===== config.mk =====
export PLATFORM = sky130hd
export DESIGN_NAME = regbank_access_ctrl
export DESIGN_NICKNAME = d
export VERILOG_FILES = /design/src/rtl/regbank_access_ctrl.sv
export SDC_FILE = /design/constraint.sdc
export NUM_CORES = 1
export LEC_CHECK = 0
export ABC_CLOCK_PERIOD_IN_PS = 3100
export BUFFER_PORTS_ARGS = -buffer_cell sky130_fd_sc_hd__buf_2
export CAP_MARGIN = 20
export CORE_AREA = 2 2 96 98
export CTS_CLUSTER_DIAMETER = 60
export DETAILED_ROUTE_END_ITERATION = 10
export DIE_AREA = 0 0 98 100
export GPL_TIMING_DRIVEN = 0
export MAX_ROUTING_LAYER = met4
export PLACE_DENSITY = 0.85
export SYNTH_ARGS = -nofsm -noshare
export SYNTH_HDL_FRONTEND = slang
export SYNTH_SLANG_ARGS = --single-unit

===== constraint.sdc =====
create_clock -name clk -period 3.1 [get_ports clk]
set_input_delay 0.465 -clock clk [delete_from_list [all_inputs] [get_ports clk]]
set_output_delay 0.465 -clock clk [all_outputs]
set_load 0.01 [all_outputs]

===== src/rtl/regbank_access_ctrl.sv =====
// Register_Bank initiator: arbitrates decode operand reads and ALU writebacks onto the single bank port.
// Optional build macro HOLD_WB_BYPASS_EN: a drain into HOLD also refreshes matching held operands.
module regbank_access_ctrl #(
   parameter int ARQ = 16,
   parameter int AW  = 3
) (
   input  logic           clk,
   input  logic           rst,
   input  logic           req_valid,
   output logic           req_ready,
   input  logic [AW-1:0]  req_src1,
   input  logic [AW-1:0]  req_src2,
   input  logic [AW-1:0]  req_dest,
   output logic           op_valid,
   input  logic           op_ready,
   output logic [ARQ-1:0] op_a,
   output logic [ARQ-1:0] op_b,
   output logic [ARQ-1:0] op_c,
   input  logic           wb_valid,
   output logic           wb_ready,
   input  logic [AW-1:0]  wb_dest,
   input  logic [ARQ-1:0] wb_data,
   output logic           rb_writeEn,
   output logic           rb_readEn,
   output logic [AW-1:0]  rb_src1,
   output logic [AW-1:0]  rb_src2,
   output logic [AW-1:0]  rb_srcdest,
   output logic [ARQ-1:0] rb_writeVal,
   input  logic [ARQ-1:0] rb_out1,
   input  logic [ARQ-1:0] rb_out2,
   input  logic [ARQ-1:0] rb_out3
);

   typedef enum logic [1:0] {S_IDLE, S_ISSUE, S_WAIT, S_HOLD} state_t;

   state_t         state_q, state_d;
   logic           wb_full_q, wb_full_d;
   logic [AW-1:0]  wb_dest_q, wb_dest_d;
   logic [ARQ-1:0] wb_data_q, wb_data_d;
   logic           rb_writeEn_q, rb_writeEn_d;
   logic           rb_readEn_q, rb_readEn_d;
   logic [AW-1:0]  rb_src1_q, rb_src1_d;
   logic [AW-1:0]  rb_src2_q, rb_src2_d;
   logic [AW-1:0]  rb_srcdest_q, rb_srcdest_d;
   logic [ARQ-1:0] rb_writeVal_q, rb_writeVal_d;
   logic [ARQ-1:0] op_a_q, op_a_d;
   logic [ARQ-1:0] op_b_q, op_b_d;
   logic [ARQ-1:0] op_c_q, op_c_d;
`ifdef HOLD_WB_BYPASS_EN
   logic [AW-1:0]  rd_dest_q, rd_dest_d;
`endif

   logic req_fire;
   logic wb_fire;
   logic drain;

   // Handshake readiness is forced low while reset is asserted.
   assign req_ready = !rst && (state_q == S_IDLE) && !wb_full_q;
   assign wb_ready  = !rst && !wb_full_q;
   assign req_fire  = req_valid && req_ready;
   assign wb_fire   = wb_valid && wb_ready;

   assign op_valid    = (state_q == S_HOLD);
   assign op_a        = op_a_q;
   assign op_b        = op_b_q;
   assign op_c        = op_c_q;
   assign rb_writeEn  = rb_writeEn_q;
   assign rb_readEn   = rb_readEn_q;
   assign rb_src1     = rb_src1_q;
   assign rb_src2     = rb_src2_q;
   assign rb_srcdest  = rb_srcdest_q;
   assign rb_writeVal = rb_writeVal_q;

   always_comb begin
      state_d = state_q;
      case (state_q)
         S_IDLE:  if (req_fire) state_d = S_ISSUE;
         S_ISSUE: state_d = S_WAIT;
         S_WAIT:  state_d = S_HOLD;
         S_HOLD:  if (op_ready) state_d = S_IDLE;
         default: state_d = S_IDLE;
      endcase
   end

   // The write strobe is registered, so a drain is launched whenever the cycle
   // being entered is IDLE or HOLD; srcdest is then free of the read.
   assign drain = wb_full_q && ((state_d == S_IDLE) || (state_d == S_HOLD));

   always_comb begin
      wb_full_d     = wb_full_q;
      wb_dest_d     = wb_dest_q;
      wb_data_d     = wb_data_q;
      rb_readEn_d   = req_fire;
      rb_writeEn_d  = drain;
      rb_writeVal_d = drain ? wb_data_q : '0;
      rb_src1_d     = rb_src1_q;
      rb_src2_d     = rb_src2_q;
      rb_srcdest_d  = rb_srcdest_q;
      op_a_d        = op_a_q;
      op_b_d        = op_b_q;
      op_c_d        = op_c_q;
`ifdef HOLD_WB_BYPASS_EN
      rd_dest_d     = rd_dest_q;
`endif

      if (drain) begin
         wb_full_d = 1'b0;
      end else if (wb_fire) begin
         wb_full_d = 1'b1;
         wb_dest_d = wb_dest;
         wb_data_d = wb_data;
      end

      if (req_fire) begin
         rb_src1_d    = req_src1;
         rb_src2_d    = req_src2;
         rb_srcdest_d = req_dest;
`ifdef HOLD_WB_BYPASS_EN
         rd_dest_d    = req_dest;
`endif
      end else if (drain) begin
         rb_srcdest_d = wb_dest_q;
      end

      if (state_q == S_WAIT) begin
         op_a_d = rb_out1;
         op_b_d = rb_out2;
         op_c_d = rb_out3;
      end

`ifdef HOLD_WB_BYPASS_EN
      // Overrides the capture too: the bank read predates this write.
      if (drain && (state_d == S_HOLD)) begin
         if (rb_src1_q == wb_dest_q) op_a_d = wb_data_q;
         if (rb_src2_q == wb_dest_q) op_b_d = wb_data_q;
         if (rd_dest_q == wb_dest_q) op_c_d = wb_data_q;
      end
`endif
   end

   always_ff @(posedge clk or posedge rst) begin
      if (rst) begin
         state_q       <= S_IDLE;
         wb_full_q     <= 1'b0;
         wb_dest_q     <= '0;
         wb_data_q     <= '0;
         rb_writeEn_q  <= 1'b0;
         rb_readEn_q   <= 1'b0;
         rb_src1_q     <= '0;
         rb_src2_q     <= '0;
         rb_srcdest_q  <= '0;
         rb_writeVal_q <= '0;
         op_a_q        <= '0;
         op_b_q        <= '0;
         op_c_q        <= '0;
`ifdef HOLD_WB_BYPASS_EN
         rd_dest_q     <= '0;
`endif
      end else begin
         state_q       <= state_d;
         wb_full_q     <= wb_full_d;
         wb_dest_q     <= wb_dest_d;
         wb_data_q     <= wb_data_d;
         rb_writeEn_q  <= rb_writeEn_d;
         rb_readEn_q   <= rb_readEn_d;
         rb_src1_q     <= rb_src1_d;
         rb_src2_q     <= rb_src2_d;
         rb_srcdest_q  <= rb_srcdest_d;
         rb_writeVal_q <= rb_writeVal_d;
         op_a_q        <= op_a_d;
         op_b_q        <= op_b_d;
         op_c_q        <= op_c_d;
`ifdef HOLD_WB_BYPASS_EN
         rd_dest_q     <= rd_dest_d;
`endif
      end
   end

endmodule


# Word-level counts from Yosys, hierarchy flattened
# Cells that the tools add are included.
[totals] ff_bits=97 latchBits=0 ram_bits=0 romBits=0 output_inout_bits=78 elab_cells=40 mem_count=0
[op_classes] n_addsub=0 mul=0 div_mod_pow=0 n_lt_le_gt_ge=0 eq_ne=4 shifts=0 n_mux=8 bitwise_logic=1 n_reduce_logical=14
[ops] operator="$mux W16" count=1
[ops] operator="$pmux W2 S4" count=1
[ops] operator="$eq A2 B2 Y1 const B" count=3
[ops] operator="$logic_and A1 B1 Y1" count=6
[ops] operator="$mux W3" count=2
[ops] operator="$logic_not A2 Y1" count=2
[ops] operator="$mux W2" count=2
[ops] operator="$reduce_bool A2 Y1" count=2
[ops] operator="$eq A2 B1 Y1 const B" count=1
[ops] operator="$logic_not A1 Y1" count=2
[ops] operator="$mux W1" count=2
[ops] operator="$reduce_and A2 Y1" count=1
[ops] operator="$logic_or A1 B1 Y1" count=1
[ops] operator="$not A1 Y1" count=1

# Longest topological paths before layout
[logic_depth] depth_word=11 ltp_mapped=6 ltp_nobuf=4

# Least setup slack after synthesis
# OpenSTA, ideal clock, no wires.
[synth_path] kind="input -> register" startpoint="input rst" endpoint="register wb_full_q" setup_time_ns=0.082 arrival_ns=2.768 required_time_ns=3.018 slack_ns=0.250 stages=3 cell_sequence="inv_1 a21oi_1 nor2_1"
[synth_between] elab_chain_cells=10
[synth_rtl] item="start, declared" line_no="8" rtl="input logic rst,"
[synth_rtl] item="$logic_not A1 Y1 (no line) (*)"
[synth_rtl] item="$logic_and A1 B1 Y1 (2 in a row)" line_no="58" rtl="assign req_ready = !rst && (state_q == S_IDLE) && !wb_full_q;"
[synth_rtl] item="$logic_and A1 B1 Y1" line_no="60" rtl="assign req_fire = req_valid && req_ready;"
[synth_rtl] item="$mux W2" line_no="77" rtl="S_IDLE: if (req_fire) state_d = S_ISSUE;"
[synth_rtl] item="$pmux W2 S4" line_no="76" rtl="case (state_q)"
[synth_rtl] item="$eq A2 B2 Y1 / $logic_not A2 Y1 (equally long branches)" line_no="87" rtl="assign drain = wb_full_q && ((state_d == S_IDLE) || (state_d == S_HOLD));"
[synth_rtl] item="$logic_or A1 B1 Y1" line_no="87"
[synth_rtl] item="$logic_and A1 B1 Y1" line_no="87"
[synth_rtl] item="$mux W1 / $reduce_bool A2 Y1 (equally long branches)"
[synth_rtl] item="end signal, assigned" line_no="161" rtl="wb_full_q <= wb_full_d;"
[synth_rtl] item="end, declared" line_no="37" rtl="logic wb_full_q, wb_full_d;"
# Every way passes the cells marked *; elsewhere a longest branch is shown, timed or not.
# A chain may end at the register's enable or synchronous reset.

# Worst setup path in the final report
[layout_path] startpoint="register state_q[1]" endpoint="output req_ready"
[layout_between] elab_chain_cells=3
[layout_rtl] item="start, declared" line_no="36" rtl="state_t state_q, state_d;"
[layout_rtl] item="start signal, assigned" line_no="160" rtl="state_q <= state_d;"
[layout_rtl] item="$logic_not A2 Y1" line_no="58"
[layout_rtl] item="$logic_and A1 B1 Y1 (2 in a row)" line_no="58"
[layout_rtl] item="end, declared" line_no="10" rtl="output logic req_ready,"
# Every way passes these cells.

==> impl_metrics.py <==
metrics = {
    "run_status": {
        "status": "finished, final reports clean",
    },
    "route": {
        "wire_per_inst_um": 14.2,
        "dr.pass1.iters": 4,
        "vias": 2413,
        "wl_um": 7340,
        "wl_met2_um": 3750,
        "route.met3.wl_um": 452,
        "avgViaCountPerCell": 4.69,
        "drc": 0,
        "antenna_left": 0,
        "highest_layer": "met4",
        "wl_met1_um": 2990,
        "first_iter_violations": 75,
    },
    "global_route": {
        "grt_max_degree": 60,
        "grt_usage_pct": 15.5,
        "grt_pass1_wl_um": 11700,
        "antenna_found_initial": 0,
        "grt_pass1_vias": 2555,
        "gr-total-overflow": 0,
    },
    "worst_setup_path": {
        "crit_path_end_kind": "primary output",
        "crit_chain": "buf_6, or4_4, inv_2, buf_2",
        "crit_family": "simple AND/OR/NAND/NOR gates",
        "cp_num_buf_inv": 3,
        "slowest_delay_ns": 0.53,
        "required_ns": 2.63,
        "crit_fanout": 9,
        "critPathLaunchType": "register",
        "cpMaxStageDelayCell": "or4_4",
        "crit_type": "register to primary output",
        "worstPathArrival_ns": 1.59,
    },
    "timing": {
        "setup_ws_ns": 1.04,
        "hold_viol": 0,
        "fin_crit_sh_pct": 66.3,
        "hold_ws_ns": 0.158,
        "slew_violations": 0,
        "finalSetupViolations": 0,
        "rsz0062_at_grt": "false",
        "finClkSkew_ns": 0.00964,
        "finalSetupTns_ns": 0,
        "fmax_mhz": 487,
        "slew_headroom_pct": 60.5,
        "worst_pin_slew_ns": 0.591,
        "timing.final.crit_period_ns": 2.06,
    },
    "pwr": {
        "ir_worst_vdd_uv": 422,
        "total_power_mw": 4.94,
        "power.leakage_nw": 2.42,
        "power.density_mw_per_mm2": 1030,
    },
    "worst_hold_path": {
        "holdCritPathClass": "primary input to async pin",
    },
    "logic_synthesis": {
        "synthTopCellsByArea": "dfrtp_1 67%, mux2_2 21%, and2_1 3.0%, mux2_4 2.1%, buf_2 0.69%",
        "synth_cell_types": 20,
        "muxShareOfSynthArea_pct": 23.3,
        "synth_fp_nets": 310,
        "synth_warnings": 0,
        "synth-compound-area-share_pct": 1.84,
        "syn_inst": 229,
        "yosys.area.top_type": "dfrtp_1",
        "synth_top_area_share_pct": 67.4,
        "netlist_area_mm2": 0.00360,
        "synth_top_family_by_area": "multiplexers",
        "synthSimpleGateAreaFrac_pct": 5.14,
        "synth_fa_ha_area_share_pct": 0,
        "ys_seq_area_share_pct": 67.4,
        "ys_seq_elements": 97,
        "postSynthAreaPerCell_um2": 15.7,
        "synth_xor_area_share_pct": 0,
    },
    "final_layout": {
        "fin_nets": 480,
        "fin_util_pct": 53.7,
        "drive_gt1_share_pct": 64.6,
        "area_growth_pct": 32.5,
        "n_fill_cell": 777,
        "diodes": 0,
    },
    "floorplan": {
        "die_area_mm2": 0.00980,
        "die_x_um": 98,
        "die_h_um": 100,
        "io_pins": 159,
        "initial_core_util_pct": 40.5,
        "rows": 35,
        "core_mm2": 0.00889,
    },
    "cts": {
        "cts_resized": 0,
        "clockRootBuffer": "clkbuf_8",
        "tritoncts": "yes",
        "clock_latency_ns": 0.35,
        "h-tree-depth": 3,
        "cts_buffers": 9,
        "postCtsSetupBuffers": 0,
        "holdBufCountCts": 0,
        "clk_path_buf_depth": 2,
        "cts_sinks": 97,
        "clk_pin_slew_ns": 0.09,
    },
    "placement": {
        "dp_hpwl_um": 5580,
        "gp_congestion": 0.730,
        "dp_slack_ns": 1.22,
        "io_buffers": 158,
    },
    "job": {
        "cap_viol_max_count": 0,
    },
}
report_power, final:
group          internal [mW]  switching, mW
sequential              1.88          0.281
combinational           1.03          0.896
clock                  0.407          0.444
layer usage:
| layer | vias to the layer above | GRT usage [%] |
|---|---|---|
| met4 | 0 | 6.84 |
| met2 | 91 | 25.5 |
| met3 | 13 | 4.18 |
| li1 | 1123 | - |
| met1 | 1186 | 18.1 |
| met5 | - | - |
sequential cells by signal (all words and copies together), names as in the netlist:
name         cells
rb_writeEn       1
op_c            16
rb_srcdest       3
rb_src2          3
state_q          2
op_a            16
rb_src1          3
rb_writeVal     16
wb_dest_q        3
wb_full_q        1
rb_readEn        1
op_b            16
wb_data_q       16
kinds of logic after synthesis:
logic type | count (synthesis)
muxes | 73
DFF | 97
buffers and inverters | 16
and+or+nand+nor | 32
AOI/OAI and AO/OA | 11
synth_stat cells:
| master | number |
|---|---|
| dfrtp_1 | 97 |
| mux2_2 | 68 |
| and2_1 | 17 |
| buf_2 | 5 |
| inv_1 | 5 |
| mux2_4 | 5 |
| nand2_1 | 4 |
| nor2_1 | 4 |
| a31oi_1 | 3 |
| clkbuf_1 | 3 |
| nor3_1 | 3 |
| o211ai_1 | 3 |
| o21ai_0 | 3 |
| a21oi_1 | 2 |
| buf_6 | 2 |
| and2_2 | 1 |
| and2b_2 | 1 |
| inv_2 | 1 |
| nand2_2 | 1 |
| or4_4 | 1 |
cell usage in the layout (no fill, tap or decap), types with 2 or more instances in the layout:
master    count
a21oi_1       2
clkinv_4      2
nor3_1        3
mux2_2       68
clkbuf_1      3
a31oi_1       3
and2_1       17
buf_2       163
nor2_1        4
buf_6         2
o211ai_1      3
nand2_1       4
inv_6         3
mux2_4        5
dfrtp_1      97
o21ai_0       3
inv_1         4
clkbuf_8     10
stage by stage:
step                      instance area (um2)  cells
after global placement                   4530    498
final                                    4770    515
after global routing                     4770    515
after floorplan                          3600    229
after detailed placement                 4560    499
after CTS                                4770    515
final timing paths:
| path | start | cells past startpoint | to | slack, ns |
|---|---|---|---|---|
| max in group asynchronous | rst | 3 | op_c[12]$_DFFE_PP0N_ | 2.28 |
| worst max-delay path | state_q[1]$_DFF_PP0_ | 4 | req_ready | 1.04 |
| min in group clk | op_ready | 2 | state_q[1]$_DFF_PP0_ | 0.31 |
| worst max register to register | wb_full_q$_DFFE_PP0P_ | 5 | wb_data_q[9]$_DFFE_PP0P_ | 1.34 |
| worst min-delay path | rst | 2 | rb_writeVal[14]$_DFF_PP0_ | 0.16 |
| worst min register to register | wb_data_q[7]$_DFFE_PP0P_ | 1 | rb_writeVal[7]$_DFF_PP0_ | 0.49 |
final cells by class:
type | count | area (um2) | share of cell area [%]
buffer | 10 | 58.8 | 1.23
inverter | 6 | 25.0 | 0.524
sequential | 97 | 2430 | 50.9
multi-input combinational | 116 | 1090 | 22.9
timing repair buffer | 159 | 818 | 17.1
tap | 111 | 139 | 2.91
clock buffer | 10 | 138 | 2.88
clock inverter | 6 | 73.8 | 1.55
Note: power is estimated with default switching activity, not from simulation.
